--- src/rtl/seq_arith_engine.sv ---
// Multicycle MUL (shift-add) / DIV (restoring) / GCD (subtractive) engine, start/busy/done handshake.
// Optional CYCLE_COUNT_EN adds a saturating Cycles output with the RUN length of the last operation.
module seq_arith_engine #(
   parameter int unsigned WIDTH = 8
) (
   input  logic             clk,
   input  logic             reset,
   input  logic             start,
   input  logic [1:0]       mode,
   input  logic [WIDTH-1:0] InA,
   input  logic [WIDTH-1:0] InB,
   output logic             busy,
   output logic             done,
   output logic             err,
   output logic [WIDTH-1:0] Out,
   output logic [WIDTH-1:0] OutHi
`ifdef CYCLE_COUNT_EN
   ,
   output logic [15:0]      Cycles
`endif
);

   typedef enum logic [1:0] {StIdle, StRun, StFin} state_e;

   localparam logic [1:0] ModeMul = 2'b00;
   localparam logic [1:0] ModeDiv = 2'b01;
   localparam logic [1:0] ModeGcd = 2'b10;

   state_e               state_q, state_d;
   logic [WIDTH-1:0]     a_q, a_d, b_q, b_d;
   logic [1:0]           mode_q, mode_d;
   logic [5:0]           cnt_q, cnt_d;
   logic [2*WIDTH-1:0]   acc_q, acc_d;
   logic [WIDTH-1:0]     out_q, out_d, out_hi_q, out_hi_d;
   logic                 err_q, err_d;
   logic                 fin;
   logic                 last;
   logic [WIDTH:0]       mul_sum;
   logic [2*WIDTH-1:0]   mul_next;
   logic [WIDTH:0]       div_trial;
   logic [2*WIDTH-1:0]   div_next;

   // MUL: acc = {partial product high, remaining multiplier bits}, shifted right each cycle.
   assign mul_sum  = {1'b0, acc_q[2*WIDTH-1:WIDTH]} + {1'b0, b_q & {WIDTH{acc_q[0]}}};
   assign mul_next = {mul_sum, acc_q[WIDTH-1:1]};
   // DIV: acc = {remainder, dividend/quotient}, shifted left; trial sign decides the quotient bit.
   assign div_trial = {acc_q[2*WIDTH-1:WIDTH], acc_q[WIDTH-1]} - {1'b0, b_q};
   assign div_next  = div_trial[WIDTH] ? {acc_q[2*WIDTH-2:0], 1'b0}
                                       : {div_trial[WIDTH-1:0], acc_q[WIDTH-2:0], 1'b1};
   assign last = (cnt_q == 6'(WIDTH - 1));

   always_comb begin
      state_d  = state_q;
      a_d      = a_q;
      b_d      = b_q;
      mode_d   = mode_q;
      cnt_d    = cnt_q;
      acc_d    = acc_q;
      out_d    = out_q;
      out_hi_d = out_hi_q;
      err_d    = err_q;
      fin      = 1'b0;
      unique case (state_q)
         StIdle: begin
            if (start) begin
               a_d     = InA;
               b_d     = InB;
               mode_d  = mode;
               cnt_d   = '0;
               acc_d   = {{WIDTH{1'b0}}, InA};
               err_d   = 1'b0;
               state_d = StRun;
            end
         end
         StRun: begin
            cnt_d = cnt_q + 6'd1;
            unique case (mode_q)
               ModeMul: begin
                  acc_d = mul_next;
                  if (last) begin
                     fin      = 1'b1;
                     out_d    = mul_next[WIDTH-1:0];
                     out_hi_d = mul_next[2*WIDTH-1:WIDTH];
                  end
               end
               ModeDiv: begin
                  if (b_q == '0) begin
                     fin      = 1'b1;
                     out_d    = '1;
                     out_hi_d = a_q;
                     err_d    = 1'b1;
                  end else begin
                     acc_d = div_next;
                     if (last) begin
                        fin      = 1'b1;
                        out_d    = div_next[WIDTH-1:0];
                        out_hi_d = div_next[2*WIDTH-1:WIDTH];
                     end
                  end
               end
               ModeGcd: begin
                  if (a_q == b_q || a_q == '0 || b_q == '0) begin
                     fin      = 1'b1;
                     out_d    = (a_q == '0) ? b_q : a_q;
                     out_hi_d = '0;
                  end else if (a_q > b_q) begin
                     a_d = a_q - b_q;
                  end else begin
                     b_d = b_q - a_q;
                  end
               end
               default: begin
                  fin      = 1'b1;
                  out_d    = '0;
                  out_hi_d = '0;
                  err_d    = 1'b1;
               end
            endcase
            if (fin) state_d = StFin;
         end
         StFin:   state_d = StIdle;
         default: state_d = StIdle;
      endcase
   end

   always_ff @(posedge clk or posedge reset) begin
      if (reset) begin
         state_q  <= StIdle;
         a_q      <= '0;
         b_q      <= '0;
         mode_q   <= '0;
         cnt_q    <= '0;
         acc_q    <= '0;
         out_q    <= '0;
         out_hi_q <= '0;
         err_q    <= 1'b0;
      end else begin
         state_q  <= state_d;
         a_q      <= a_d;
         b_q      <= b_d;
         mode_q   <= mode_d;
         cnt_q    <= cnt_d;
         acc_q    <= acc_d;
         out_q    <= out_d;
         out_hi_q <= out_hi_d;
         err_q    <= err_d;
      end
   end

   assign busy  = (state_q != StIdle);
   assign done  = (state_q == StFin);
   assign err   = err_q;
   assign Out   = out_q;
   assign OutHi = out_hi_q;

`ifdef CYCLE_COUNT_EN
   logic [15:0] run_q, run_d, run_inc, cycles_q, cycles_d;

   assign run_inc = (run_q == 16'hFFFF) ? 16'hFFFF : run_q + 16'd1;

   always_comb begin
      run_d    = run_q;
      cycles_d = cycles_q;
      if (state_q == StIdle && start) run_d = '0;
      if (state_q == StRun) begin
         run_d = run_inc;
         if (fin) cycles_d = run_inc;
      end
   end

   always_ff @(posedge clk or posedge reset) begin
      if (reset) begin
         run_q    <= '0;
         cycles_q <= '0;
      end else begin
         run_q    <= run_d;
         cycles_q <= cycles_d;
      end
   end

   assign Cycles = cycles_q;
`endif

endmodule
--- config.mk ---
export PLATFORM = sky130hd
export DESIGN_NAME = seq_arith_engine
export DESIGN_NICKNAME = d
export VERILOG_FILES = /design/src/rtl/seq_arith_engine.sv
export SDC_FILE = /design/constraint.sdc
export NUM_CORES = 1
export LEC_CHECK = 0
export ABC_AREA = 1
export CAP_MARGIN = 25
export CORE_MARGIN = 2
export CORE_UTILIZATION = 52
export DETAILED_ROUTE_END_ITERATION = 16
export PLACE_DENSITY_LB_ADDON = 0.3
export SLEW_MARGIN = 10
export SYNTH_ARGS = -nofsm -noshare
export SYNTH_HDL_FRONTEND = slang
export SYNTH_SLANG_ARGS = --single-unit
--- constraint.sdc ---
create_clock -name clk -period 2.05 [get_ports clk]
set_input_delay 0.3075 -clock clk [delete_from_list [all_inputs] [get_ports clk]]
set_output_delay 0.3075 -clock clk [all_outputs]
set_load 0.005 [all_outputs]
# Yosys cells after proc, flatten, opt, wreduce, memory -nomap -nowiden
# Cells that the tools add are included.
# word_totals
regBits	59
out_inout_bits	19
inputBits	21
wordCells	92
# op_classes
n_reduce_logical	17
n_bitwise	1
n_mux	40
eq_ne	19
n_lt_le_gt_ge	1
add_sub_neg	5
# ops
cell	count
$mux 8	17
$pmux 16 s2	2
$mux 16	3
$pmux 8 s3	2
$pmux 8 s2	2
$logic_not 8->1	2
$ne 2x2->1 const B	8
$sub 8x8->8	2
$pmux 6 s2	1
$reduce_and 4->1	3
$reduce_and 5->1	2
$add 8x8->9	1
$ne 3x3->1 const B	3
$sub 9x8->9	1
$and 8x8->8	1
$eq 8x8->1	1
$gt 8x8->1	1
$add 6x1->6 const B	1
$eq 6x3->1 const B	1
$mux 1	6
$mux 6	1
$reduce_and 2->1	3
$eq 2x1->1 const B	2
$eq 2x2->1 const B	2
10 further kinds	15

# Depth between registers and ports, before layout
# Gate-level depths: netlist (run 1).
# depth
word_depth	8
depth_mapped	15
ltp_nobuf	14

# Worst setup path after synthesis (run 1)
# Ideal clock, no wire load.
# synth_timing
path_kind	register -> register
start	register b_q[0]
end	register acc_q[8]
path_stages_with_launch	14
n_path_buf	0
arrival_ps	1952
slack_ps	-29
synth_period_minus_slack_ps	2079
path_cell_list	dfrtp_1 > ha_1 > fa_1 > nand3b_1 > nand2_1 > nand2_1 > nand2_1 > nand2_1 > nand2_1 > nand2_1 > nand2_1 > nand2_1 > nand2_1 > o21ai_0
# synth_via
elab_chain_len	5
word_cells_on_any_way	10
cone_classes	2 x add/sub; 1 x eq/ne; 4 x mux; 1 x bitwise; 2 x reduce/logical
# synth_rtl
item	line_no	rtl
start: declaration	30	logic [WIDTH-1:0] a_q, a_d, b_q, b_d;
start signal: assignment	130	b_q <= '0;
start signal: assignment	140	b_q <= b_d;
$sub 9x8->9	47	assign div_trial = {acc_q[2*WIDTH-1:WIDTH], acc_q[WIDTH-1]} - {1'b0, b_q};
$mux 16	48	assign div_next = div_trial[WIDTH] ? {acc_q[2*WIDTH-2:0], 1'b0}
$mux 16	87	if (b_q == '0) begin
$pmux 16 s2	77	unique case (mode_q)
$pmux 16 s2	63	unique case (state_q)
end signal: assignment	133	acc_q <= '0;
end signal: assignment	143	acc_q <= acc_d;
end: declaration	33	logic [2*WIDTH-1:0] acc_q, acc_d;
# Parallel ways exist; a longest one is shown, timed or not. The select of a mux whose other input is x is not followed.
# A chain may end at the register's enable or synchronous reset.

# Final worst setup path (run 1)
# layout_timing
start	register b_q[6]
end	register out_hi_q[6], in the netlist OutHi[6]
# layout_via
elab_chain_len	5
word_cells_on_any_way	15
cone_classes	2 x add/sub; 3 x eq/ne; 5 x mux; 1 x bitwise; 4 x reduce/logical
# layout_rtl
item	line_no	rtl
$sub 9x8->9 or $eq 8x8->1 (tied branches)	47, 102	
$mux 16 or $logic_or 1x1->1 (tied branches)	48, 102	
$mux 8 or $logic_or 1x1->1 (tied branches)	94, 102	
$mux 8 or $ne 2x2->1 (tied branches)	--	
$pmux 8 s3 or $reduce_and 4->1 (tied branches)	--	
end signal: assignment	145	out_hi_q <= out_hi_d;
end: declaration	34	logic [WIDTH-1:0] out_q, out_d, out_hi_q, out_hi_d;
# Parallel ways exist; a longest one is shown, timed or not. The select of a mux whose other input is x is not followed.

==> results of run 1 <==
==> timing repair <==
action	4_1_cts	5_1_grt
pin swaps	14	34
endpoints found under the setup margin	42	48
buffers inserted	8	14
hold endpoints to repair	0	0
cloned	1	1
gates resized for setup	50	74
==> how the worst max path moves through the flow <==
stage	endpoint	slack (ns)	cells after the start
2_1_floorplan	acc_q[8]	0.02	13
3_3_place_gp	acc_q[11]	-0.12	11
3_5_place_dp	acc_q[11]	-0.16	11
4_1_cts	OutHi[6]	-0.02	14
5_1_grt	OutHi[6]	-0.24	15
6_report	OutHi[6]	-0.13	14
==> Yosys cell counts, types with 4 or more instances <==
| cell | count | area share (%) |
|---|---|---|
| nand2_1 | 251 | 20 |
| inv_1 | 84 | 6.7 |
| dfrtp_1 | 59 | 31 |
| o21ai_0 | 59 | 6.3 |
| a21oi_1 | 46 | 4.9 |
| nand3_1 | 37 | 3.9 |
| nor2_1 | 37 | 3.0 |
| ha_1 | 32 | 8.5 |
| o21ai_1 | 14 | 1.5 |
| nor3_1 | 8 | 0.85 |
| o211ai_1 | 8 | 1.3 |
| clkbuf_1 | 7 | 0.56 |
| buf_2 | 6 | 0.64 |
| inv_2 | 6 | 0.48 |
| nor2_4 | 5 | 1.2 |
| or2_2 | 5 | 0.67 |
| xnor2_1 | 5 | 0.93 |
| fa_1 | 4 | 1.7 |
| nand3b_1 | 4 | 0.64 |
==> routing by layer <==
| layer | global-route usage [%] | wire, µm | vias up |
|---|---|---|---|
| li1 | - | - | 2510 |
| met1 | 41.4 | 6490 | 2559 |
| met2 | 55.4 | 8120 | 334 |
| met3 | 6.38 | 1340 | 88 |
| met4 | 13.7 | 957 | 0 |
| met5 | 0 | 0 | - |
==> kinds of logic after synthesis <==
family | Yosys count | synth area share (%)
simple gates | 355 | 31.8
compound gates | 136 | 15.3
buf+inv | 109 | 9.32
flops | 59 | 31.4
fa+ha+maj | 36 | 10.2
xor+xnor | 8 | 1.49
mux | 2 | 0.426
==> stage by stage <==
step	cells	instance area, µm²	TNS (ns)
floorplan	705	4710	0
global placement	901	5670	-1.03
detailed placement	901	5670	-2.54
CTS	926	6150	-0.169
global route	941	6530	-5.17
finish	941	6530	-2.47
==> area by class of cell <==
type,instances,area [µm²]
Fill cell,664,2230
Tap cell,108,135
Clock inverter,6,63.8
Timing Repair Buffer,130,1150
Sequential cell,59,1480
Multi-Input combinational cell,538,3220
Clock buffer,10,138
Inverter,90,343
==> worst max-delay path, stage by stage, from the launching register on <==
cell and delay, ns:
dfrtp_1 0.43, inv_1 0.16, ha_1 0.33, nand2_1 0.08, buf_4 0.14, nor2_1 0.19, nand2_4 0.10, nand2_4 0.10
nand2_4 0.07, nand2_8 0.12, nand2_2 0.08, nand3_1 0.09, nand2_1 0.07, nand2_1 0.06, nand2_1 0.04
==> registers in the layout, indices dropped and copies added, names as in the netlist <==
signal	count
Out	8
OutHi	8
a_q	8
acc_q	16
b_q	8
cnt_q	6
err	1
mode_q	2
state_q	2
==> metrics.yaml, run 1 <==
cells_and_area:
  area_growth_pct: 39.0
  nets: 885
  layout_common_cells: "nand2_1, buf_4, inv_1, dfrtp_1, o21ai_0"
  antenna_cells: 0
  final_util_pct: 74.5
  drive_gt1_share_pct: 26.1
  final_common_cell: "nand2_1"
detailed_routing:
  dr.pass1.iters: 6
  routedWlPerCell_um: 18.0
  vias_per_cell: 5.84
  ant_nets: 0
  initialDrtViolationCount: 599
  vias: 5491
  drc: 0
  drt-total-wl_um: 16900
critical_path:
  start_kind: "flip-flop"
  r2r-end: "OutHi[6]"
  cp_max_fo: 8
  cp.required_ns: 2.30
  ff2ff_path_depth: 14
  cp.arrival_ns: 2.43
  crit_type: "flip-flop to flip-flop"
  critPathCaptureType: "flip-flop"
  r2r_setup_slack_ns: -0.13
  cp-startpoint: "b_q[6]"
  r2r-start: "b_q[6]"
sta:
  grt_setup_unrepaired: "yes"
  setup_viol: 28
  finClkSkew_ns: 0.0106
  hold_violations: 0
  worst_slew_pin_slew_ns: 0.427
  timing.final.crit_share_pct: 106
  slew_headroom_pct: 71.5
  fin_crit_ns: 2.18
  drv_slew: 0
  fmax_ghz: 0.458
  timing.hold.ws_ns: 0.312
  layout_setup_ws_ns: -0.133
cts:
  clock_sinks: 59
  numCtsBuffers: 9
  ctsHtreeMaxLevel: 3
  path_clk_slew_ns: 0.08
  cts.root.buffer_cell: "clkbuf_8"
  ctsHoldBuffers: 0
  cts_max_path_buffers: 2
  clkLatencyLatePin_ns: 0.35
  cts_tree: "built"
global_route:
  gr-total-overflow: 0
  grt_pass1_vias: 5239
  grtUsageTotal_pct: 32.9
  grt_max_degree: 60
  antenna_found_initial: 0
  grt_pass1_wl_um: 25600
floorplanning:
  die_w_um: 99.1
  num_rows: 34
  die-area_um2: 9820
  start_util_pct: 53.6
  io_pins: 40
  design.core.area_um2: 8760
  die_y_um: 99.1
synthesis:
  synth-seq-area-share_pct: 31.4
  ys_warn_count: 0
  synth.avg_cell_area_um2: 6.67
  ys_types: 34
  synth_edf_count: 0
  dominantRegCellSynth: "dfrtp_1"
  ys_ff_latch: 59
  netlist_instances: 705
  syn_area_um2: 4700
  async_reset_ff_share_pct: 100
  syn_nets: 762
placed_design:
  detailed_place_hpwl_um: 11200
  place_congestion: 0.998
  port-buffer-count: 39
  place_ws_ns: -0.157
outcome:
  violations: "negative setup slack"
  status: "complete, but fails checks"
flow_run:
  drv_cap: 0
worst_hold_path:
  hold_path.class: "primary input to asynchronous set/reset pin"
Power of run 1 is not shown: default switching activity piles up to over one toggle a cycle in this logic, so the estimate is an artifact.
==> run 2, diff against run 1 <==
--- a/config.mk
+++ b/config.mk
@@ -5,7 +5,6 @@
 export SDC_FILE = /design/constraint.sdc
 export NUM_CORES = 1
 export LEC_CHECK = 0
-export ABC_AREA = 1
 export CAP_MARGIN = 25
 export CORE_MARGIN = 2
 export CORE_UTILIZATION = 52
==> metrics.yaml, run 2 <==
sta:
  timing.hold.ws_ns: 0.329  # was 0.312 ns
  fin_crit_ns: 2.57  # was 2.18 ns
  hold_violations: 0  # unchanged
  worst_slew_pin_slew_ns: 0.689  # was 0.427 ns
  grt_setup_unrepaired: "yes"  # unchanged
  drv_slew: 0  # unchanged
  timing.final.crit_share_pct: 125  # was 106%
  layout_setup_ws_ns: -0.522  # was -0.133 ns
  finClkSkew_ns: 0.0108  # was 0.0106 ns
  slew_headroom_pct: 54.0  # was 71.5%
  setup_viol: 49  # was 28
  fmax_ghz: 0.389  # was 0.458 GHz
synthesis:
  dominantRegCellSynth: "dfrtp_1"  # unchanged
  ys_types: 64  # was 34
  synth-seq-area-share_pct: 30.9  # was 31.4%
  synth_edf_count: 0  # unchanged
  async_reset_ff_share_pct: 100  # unchanged
  post-synth-top-area-fraction_pct: 30.9  # was 31.4%
  syn_area_um2: 4770  # was 4700 µm²
  synth.avg_cell_area_um2: 8.27  # was 6.67 µm²
  synth_top_cell_by_area: "dfrtp_1"  # unchanged
  ys_top_cells_by_count: "nand2_1, dfrtp_1, a21oi_1, nor2_1"  # was nand2_1, inv_1, dfrtp_1, o21ai_0, a21oi_1
  netlist_instances: 577  # was 705
  yosysMostFrequentCell: "nand2_1"  # unchanged
  ys_warn_count: 0  # unchanged
  ys_ff_latch: 59  # unchanged
  synth_area_leaders: "dfrtp_1, ha_1, a21oi_1"  # was dfrtp_1, nand2_1, ha_1
  syn_nets: 634  # was 762
detailed_routing:
  drc: 0  # unchanged
  dr.pass1.iters: 6  # unchanged
  drt-total-wl_um: 21000  # was 16,900 µm
  routedWlPerCell_um: 23.3  # was 18.0 µm
  vias_per_cell: 6.74  # was 5.84
  vias: 6077  # was 5,491
  ant_nets: 0  # unchanged
  initialDrtViolationCount: 792  # was 599
critical_path:
  r2r-end: "OutHi[2]"  # was OutHi[6]
  cp.arrival_ns: 2.83  # was 2.43 ns
  critPathCaptureType: "flip-flop"  # unchanged
  start_kind: "flip-flop"  # unchanged
  critPathBufInv: 0  # was 2
  critical-path-top-delay-family: "compound AO/OA/AOI/OAI gates"  # was simple AND/OR/NAND/NOR gates
  ff2ff_path_depth: 8  # was 14
  r2r-start: "b_q[0]"  # was b_q[6]
  r2r_setup_slack_ns: -0.52  # was -0.13 ns
  crit_type: "flip-flop to flip-flop"  # unchanged
  cp.required_ns: 2.30  # about the same
  slowest_stage: "dfrtp_2"  # was dfrtp_1
  critical_path.max_stage_delay_ns: 0.48  # was 0.43 ns
  cp_max_fo: 6  # was 8
  crit_chain: "ha_4 -> fa_2 -> nand2b_4 -> a211oi_4 -> mux2_4 -> nor2_4 -> o221a_2 -> o21ai_2"  # was inv_1 -> ha_1 -> nand2_1 -> buf_4 -> nor2_1 -> nand2_4 -> nand2_4 -> nand2_4 -> nand2_8 -> nand2_2 -> nand3_1 -> nand2_1 -> nand2_1 -> nand2_1
placed_design:
  detailed_place_hpwl_um: 13200  # was 11,200 µm
  place_congestion: 0.966  # was 0.998
  port-buffer-count: 39  # unchanged
cts:
  cts_tree: "built"  # unchanged
  ctsHtreeMaxLevel: 3  # unchanged
  cts_max_path_buffers: 2  # unchanged
  numCtsBuffers: 9  # unchanged
  path_clk_slew_ns: 0.08  # about the same
  clock_sinks: 59  # unchanged
  clkLatencyLatePin_ns: 0.36  # was 0.35 ns
  cts.root.buffer_cell: "clkbuf_8"  # unchanged
global_route:
  grtUsageMet3_pct: 7.03  # was 6.38%
  grt-busiest-layer: "met2"  # unchanged
  antenna_found_initial: 0  # unchanged
  grtUsageTotal_pct: 39.0  # was 32.9%
  grt_pass1_wl_um: 29900  # was 25,600 µm
  gr-total-overflow: 0  # unchanged
  grt_max_degree: 60  # unchanged
  grt_pass1_vias: 5882  # was 5,239
  grtUsageMet1_pct: 46.3  # was 41.4%
  met2_usage_pct: 64.3  # was 55.4%
cells_and_area:
  antenna_cells: 0  # unchanged
  nets: 845  # was 885
  regArea_um2: 1490  # was 1480 µm²
  final_util_pct: 85.8  # was 74.5%
  layout_common_cells: "buf_4, nand2_1, dfrtp_1, a21oi_1, clkdlybuf4s50_1"  # was nand2_1, buf_4, inv_1, dfrtp_1, o21ai_0
  regMostFlops: "acc_q"  # unchanged
  final_common_cell: "buf_4"  # was nand2_1
  multiInputGateArea_um2: 3640  # was 3220 µm²
  largest_reg_flops: 16  # unchanged
  fillCellCount: 447  # was 664
  area_growth_pct: 58.3  # was 39.0%
  drive_gt1_share_pct: 38.8  # was 26.1%
floorplanning:
  start_util_pct: 54.2  # was 53.6%
  design.core.area_um2: 8810  # was 8760 µm²
  die_w_um: 99.8  # was 99.1 µm
  die_y_um: 99.8  # was 99.1 µm
  num_rows: 34  # unchanged
  io_pins: 40  # unchanged
  die-area_um2: 9960  # was 9820 µm²
outcome:
  status: "complete, but fails checks"  # unchanged
  violations: "negative setup slack"  # unchanged
worst_hold_path:
  hold_path.class: "primary input to asynchronous set/reset pin"  # unchanged
flow_run:
  drv_cap: 0  # unchanged
[run 2: layout make-up]
| type | instances | area share [%] |
|---|---|---|
| Inverter | 34 | 1.75 |
| Multi-Input combinational cell | 459 | 48.1 |
| Timing Repair Buffer | 225 | 26.0 |
| Tap cell | 108 | 1.79 |
| Sequential cell | 59 | 19.6 |
| Clock inverter | 7 | 1.03 |
| Clock buffer | 9 | 1.64 |
[run 2: metrics by stage]
step | instances | cell area (µm²) | TNS (ns) | worst slack [ns]
2_1_floorplan | 577 | 4960 | -9.90 | -0.332
3_3_place_gp | 850 | 6540 | -14.04 | -0.387
3_5_place_dp | 850 | 6540 | -16.21 | -0.474
4_1_cts | 888 | 7180 | -12.14 | -0.360
5_1_grt | 901 | 7560 | -20.83 | -0.603
6_report | 901 | 7560 | -17.66 | -0.522
[run 2: per-layer routing]
metal / part of all wire [%] / up-vias
li1: - / 2575
met5: 0 / -
met2: 47 / 482
met3: 9.6 / 167
met4: 8.9 / 0
met1: 35 / 2853
[run 2: worst reg2reg max path, cell delays in order (launching register included)]
cell and delay, ns:
dfrtp_2 0.48, ha_4 0.19, fa_2 0.35, nand2b_4 0.17, a211oi_4 0.33, mux2_4 0.42
nor2_4 0.23, o221a_2 0.24, o21ai_2 0.05
[run 2: cells by family (layout without fill, tap and decap cells)]
| kind of cell | count (synthesis) | in the layout | synth area share [%] |
|---|---|---|---|
| fa+ha+maj | 36 | 36 | 10.1 |
| mux | 27 | 27 | 5.84 |
| buf+inv | 60 | 275 | 5.01 |
| flops | 59 | 59 | 30.9 |
| simple gates | 216 | 217 | 22.4 |
| compound gates | 174 | 174 | 24.8 |
| xor+xnor | 5 | 5 | 0.917 |
[run 2: timing repair]
item / 4_1_cts / 5_1_grt
gates cloned: 2 / 1
endpoints found under the setup margin: 48 / 50
gates resized for setup: 58 / 61
hold buffers: 0 / 0
buffers inserted: 21 / 18
pin swaps: 29 / 28
[run 2: worst max-delay path by stage]
stage / start / end / slack, ns / depth (start not counted)
after CTS: b_q[0] / OutHi[5] / -0.36 / 8
after floorplan: acc_q[7] / acc_q[9] / -0.33 / 9
after detailed placement: b_q[0] / acc_q[15] / -0.47 / 8
final: b_q[0] / OutHi[2] / -0.52 / 8
after global placement: b_q[0] / acc_q[15] / -0.39 / 8
after global routing: acc_q[7] / OutHi[7] / -0.60 / 11
Power of run 2 is left out for the same reason.
==> edit 1: new RTL, flow settings as in run 2 <==
Set the parameter `WIDTH` to 10 (it was 8).
--- a/src/rtl/seq_arith_engine.sv
+++ b/src/rtl/seq_arith_engine.sv
@@ -1,7 +1,7 @@
 // Multicycle MUL (shift-add) / DIV (restoring) / GCD (subtractive) engine, start/busy/done handshake.
 // Optional CYCLE_COUNT_EN adds a saturating Cycles output with the RUN length of the last operation.
 module seq_arith_engine #(
-   parameter int unsigned WIDTH = 8
+   parameter int unsigned WIDTH = 10
 ) (
    input  logic             clk,
    input  logic             reset,
Ports: changed (resized InA, InB, Out and OutHi); port bits go from 40 to 48. The function was not compared with the original's and may differ.
==> edit 1 against run 2 <==
The flow still finishes with violations (negative setup slack); synthesized cell count up 22%; sequential cell count grew 12; global-route usage down 2.7 points; utilization down 7.8 points; area after synthesis increased by 19%; critical path type unchanged; hold slack better by 0.044 ns; setup slack got worse by 0.13 ns; design area rose by 11%; wire length rose by 0.79%.
Power is left out: the tool's default activity adds up to more than one toggle a clock period on the data nets, which glitch-free logic cannot reach.
==> edit 1: results (changes against run 2) <==
[status]
outcome=finished, violations left  ; unchanged
failed_checks=negative setup slack  ; unchanged

[cells_and_area]
final_nets=984  ; was 845
largest_reg_flops=20  ; was 16
post_route_cells_drive_above_1_share_pct=34.6  ; was 38.8%
fin_util_pct=78.0  ; was 85.8%
nMultiInputCombCells=553  ; was 459
design.seq.count=71  ; was 59
clk_share_pct=2.52  ; was 2.67%
multi_input_area_share_pct=48.3  ; was 48.1%
nClkBuffers=10  ; was 9
fin_area_mm2=0.00838  ; was 0.00756 mm²
layout.nonclk_buf_share_pct=23.9  ; was 26.0%
num-fill-cells=759  ; was 447

[setup_path]
crit_end=OutHi[0]  ; was OutHi[2]
r2r_start=acc_q[9]  ; was b_q[0]
arrival_ns=2.97  ; was 2.83 ns
crit_start=acc_q[9]  ; was b_q[0]
path_max_fanout=5  ; was 6
r2r_cells=12  ; was 8

[grt]
use_met3_pct=6.16  ; was 7.03%
met2_usage_pct=60.0  ; was 64.3%
first_global_vias=6313  ; was 5882
grt_max_degree=72  ; was 60
grt_pass1_wl_mm=32.4  ; was 29.9 mm

[detailed_routing]
dr.pass1.iters=5  ; was 6
drtIter0Drc=534  ; was 792
wl_met3_mm=1.76  ; was 2.01 mm
dr_wl_met2_mm=9.80  ; was 9.75 mm
vias_per_cell=6.12  ; was 6.74

[synth]
synth_fa_ha_area_share_pct=10.4  ; was 10.1%
syn_area_per_cell_um2=8.07  ; was 8.27 µm²
synthTopCellsByArea=dfrtp_1 (31%), ha_1 (9.0%), o21ai_0 (6.7%)  ; was dfrtp_1 (31%), ha_1 (8.4%), a21oi_1 (5.6%)
synth_seq_area_share_pct=31.2  ; was 30.9%
synth-compound-area-share_pct=24.9  ; was 24.8%
muxShareOfSynthArea_pct=5.51  ; was 5.84%

[place]
place_area_mm2=0.00752  ; was 0.00654 mm²
dp.cells=1020  ; was 850
gp_congestion=1.03  ; was 0.966

[timing]
fin_skew_ns=0.0172  ; was 0.0108 ns
worst_slew_pin_slew_ns=0.460  ; was 0.689 ns
setup_viol=62  ; was 49
finalWorstSetupSlack_ns=-0.651  ; was -0.522 ns

[cts]
post_cts_buffers=15  ; was 21

[edit 1: cell types whose count changed in the layout (fill, tap and decap cells not counted), sizes merged, moves of 9 or more]
cell / run 2 / this run
o21ai: 30 / 77
dfrtp: 59 / 71
ha: 32 / 41
nand2: 67 / 89
inv: 33 / 44
nor2: 40 / 53
xnor2: 3 / 15
[edit 1: cells by family after synthesis]
logic type                 after synthesis
and+or+nand+nor                        228
DFF                                     71
buffers and inverters                   82
muxes                                   30
AOI/OAI and AO/OA                      226
adders and majority gates               45
xor gates and xnor gates                24
[edit 1: worst max-delay path, cell delays in order (launching register included)]
cell,delay [ns]
dfrtp_1,0.40
inv_2,0.08
ha_4,0.13
inv_2,0.03
fa_2,0.34
a21oi_2,0.19
a2bb2oi_2,0.20
mux2i_1,0.11
a211oi_2,0.24
buf_6,0.19
mux2_4,0.32
a2bb2oi_2,0.16
o31ai_1,0.21
==> edit 2: new RTL, config.mk and constraints of run 2 <==
Made on the original files. Take the reset off `b_q` and load it in a clocked block of its own.
--- a/src/rtl/seq_arith_engine.sv
+++ b/src/rtl/seq_arith_engine.sv
@@ -127,7 +127,6 @@
       if (reset) begin
          state_q  <= StIdle;
          a_q      <= '0;
-         b_q      <= '0;
          mode_q   <= '0;
          cnt_q    <= '0;
          acc_q    <= '0;
@@ -137,7 +136,6 @@
       end else begin
          state_q  <= state_d;
          a_q      <= a_d;
-         b_q      <= b_d;
          mode_q   <= mode_d;
          cnt_q    <= cnt_d;
          acc_q    <= acc_d;
@@ -145,6 +143,10 @@
          out_hi_q <= out_hi_d;
          err_q    <= err_d;
       end
+   end
+
+   always_ff @(posedge clk) begin
+      b_q <= b_d;
    end
 
    assign busy  = (state_q != StIdle);
Behaviour: no difference found for any inputs over 4 cycles, from zero or initial values and one cycle with reset high; that may be too few to reach the edited logic, so the function may still have changed.
==> edit 2 against run 2 <==
The run still ends with negative setup slack left; wire length shrank 24%; design area shrank 10%; area after synthesis grew 0.58%; setup slack gained 0.073 ns; sequential cell count is the same; fmax grew 2.9%; synthesized cell count shrank 4.7%; count of clock-buffer cells in the layout grew 1; largest cell class unchanged; critical path depth is the same.
==> edit 2: results (changes against run 2) <==
[detailed_routing]
dr.pass1.iters=5  ; was 6
vias_per_cell=6.04  ; was 6.74
wirelength_mm=15.9  ; was 21.0 mm
drtIter0Drc=366  ; was 792

[cells_and_area]
top_register=acc_q  ; unchanged
largest_reg_flops=16  ; unchanged
final_nets=778  ; was 845
num-fill-cells=670  ; was 447
post_route_cells_drive_above_1_share_pct=34.2  ; was 38.8%
final_cell_count_no_fill=837  ; was 901
diodes=0  ; unchanged

[cts]
clk_pin_slew_worst_paths_ns=0.07
insertion_delay_ns=0.35
numCtsBuffers=9  ; unchanged
cts_root_buf=clkbuf_8  ; unchanged

[place]
place_area_mm2=0.00633  ; was 0.00654 mm²
gp_congestion=0.951  ; was 0.966
dp_hpwl_mm=12.2  ; was 13.2 mm
dp.cells=810  ; was 850
portBuffers=39  ; unchanged

[power_and_ir_drop]
p_total_mw=14.0
p_sw_share_pct=46.6
ir_worst_vdd_uv=1230
p_leak_nw=3.08
p_clk_share_pct=7.6

[setup_path]
arrival_ns=2.77  ; was 2.83 ns
critPathSlowestCell=or4_1  ; was dfrtp_2
path_max_fanout=3  ; was 6
critical_path.max_stage_delay_ns=0.47
timing.rr.end=acc_q[14]  ; was OutHi[2]
cpLargestDelayFamily=simple AND/OR/NAND/NOR gates  ; was compound AO/OA/AOI/OAI gates
crit_start=b_q[0]  ; unchanged
worstSetupPathType=flop to flop  ; unchanged

[timing]
finalWorstSetupSlack_ns=-0.448  ; was -0.522 ns
whs_ns=0.317  ; was 0.329 ns
fin_skew_ns=0.0116  ; was 0.0108 ns
tns_ns=-12.27  ; was -17.66 ns
setup_viol=52  ; was 49
relSlewSlack_pct=64.3  ; was 54.0%

[grt]
track_usage_pct=32.5  ; was 39.0%
grt_pass1_wl_mm=25.0  ; was 29.9 mm
first_global_vias=4786  ; was 5882
grt_max_degree=52  ; was 60

[status]
outcome=finished, violations left  ; unchanged
failed_checks=negative setup slack  ; unchanged

[synth]
async_flop_share_pct=86.4  ; was 100%
syn_nets=607  ; was 634
yosysUniqueCellTypes=77  ; was 64
synthTopCellsByArea=dfrtp_1 (27%), ha_1 (8.3%), edfxtp_1 (5.0%)  ; was dfrtp_1 (31%), ha_1 (8.4%), a21oi_1 (5.6%)
post_synth_inst_count=550  ; was 577
synthTopCellsByCount=nand2_1 (59), dfrtp_1 (51), o21ai_0 (43), a21oi_1 (41), ha_1 (32)  ; was nand2_1 (66), dfrtp_1 (59), a21oi_1 (53), nor2_1 (40)
yosys_warnings=0  ; unchanged
synth_seq_area_share_pct=31.6  ; was 30.9%
synth_edf_count=8  ; was 0

[worst_hold_path]
hp-class=primary input to asynchronous set/reset pin  ; unchanged

## edit 2: changes by cell type after synthesis, sizes merged, moves of 10 or more
cell and change:
a21oi -11, nand3 -11, nor2 -10, o21ai +17
## edit 2: repair_timing
item | 4_1_cts | 5_1_grt
cloned | 1 | 0
endpoints found under the setup margin | 52 | 54
pin swaps | 13 | 8
buffers inserted | 7 | 3
gates resized for setup | 26 | 17
## edit 2: area by class of cell
cell class	count	area, µm²	area share [%]
Clock buffer	10	128	1.89
Clock inverter	6	57.6	0.851
Inverter	30	115	1.70
Multi-Input combinational cell	435	3280	48.5
Sequential cell	59	1520	22.4
Tap cell	111	139	2.05
Timing Repair Buffer	186	1530	22.6
## edit 2: logic make-up (layout without fill, tap and decap cells)
group | Yosys count | count (layout) | synth area share (%)
AOI/OAI and AO/OA | 178 | 178 | 25.4
and+or+nand+nor | 178 | 178 | 19.2
DFF | 59 | 59 | 31.6
buffers and inverters | 56 | 232 | 4.64
adders and majority gates | 36 | 36 | 10.0
muxes | 33 | 33 | 7.40
xor gates and xnor gates | 10 | 10 | 1.82
## edit 2: metal layers
| metal | track usage, % | wire, µm | vias up |
|---|---|---|---|
| met4 | 10.2 | 482 | 0 |
| met3 | 3.76 | 1120 | 33 |
| li1 | - | - | 2376 |
| met1 | 47.2 | 7070 | 2406 |
| met5 | 0 | 0 | - |
| met2 | 51.0 | 7250 | 238 |
## edit 2: worst register-to-register path, cell delays in order (launching register included)
cell and delay, ns:
edfxtp_1 0.41, ha_2 0.21, fa_2 0.36, nand2b_4 0.16
a211oi_4 0.26, mux2i_2 0.37, nor2_4 0.04, or4_1 0.47
a31oi_1 0.14
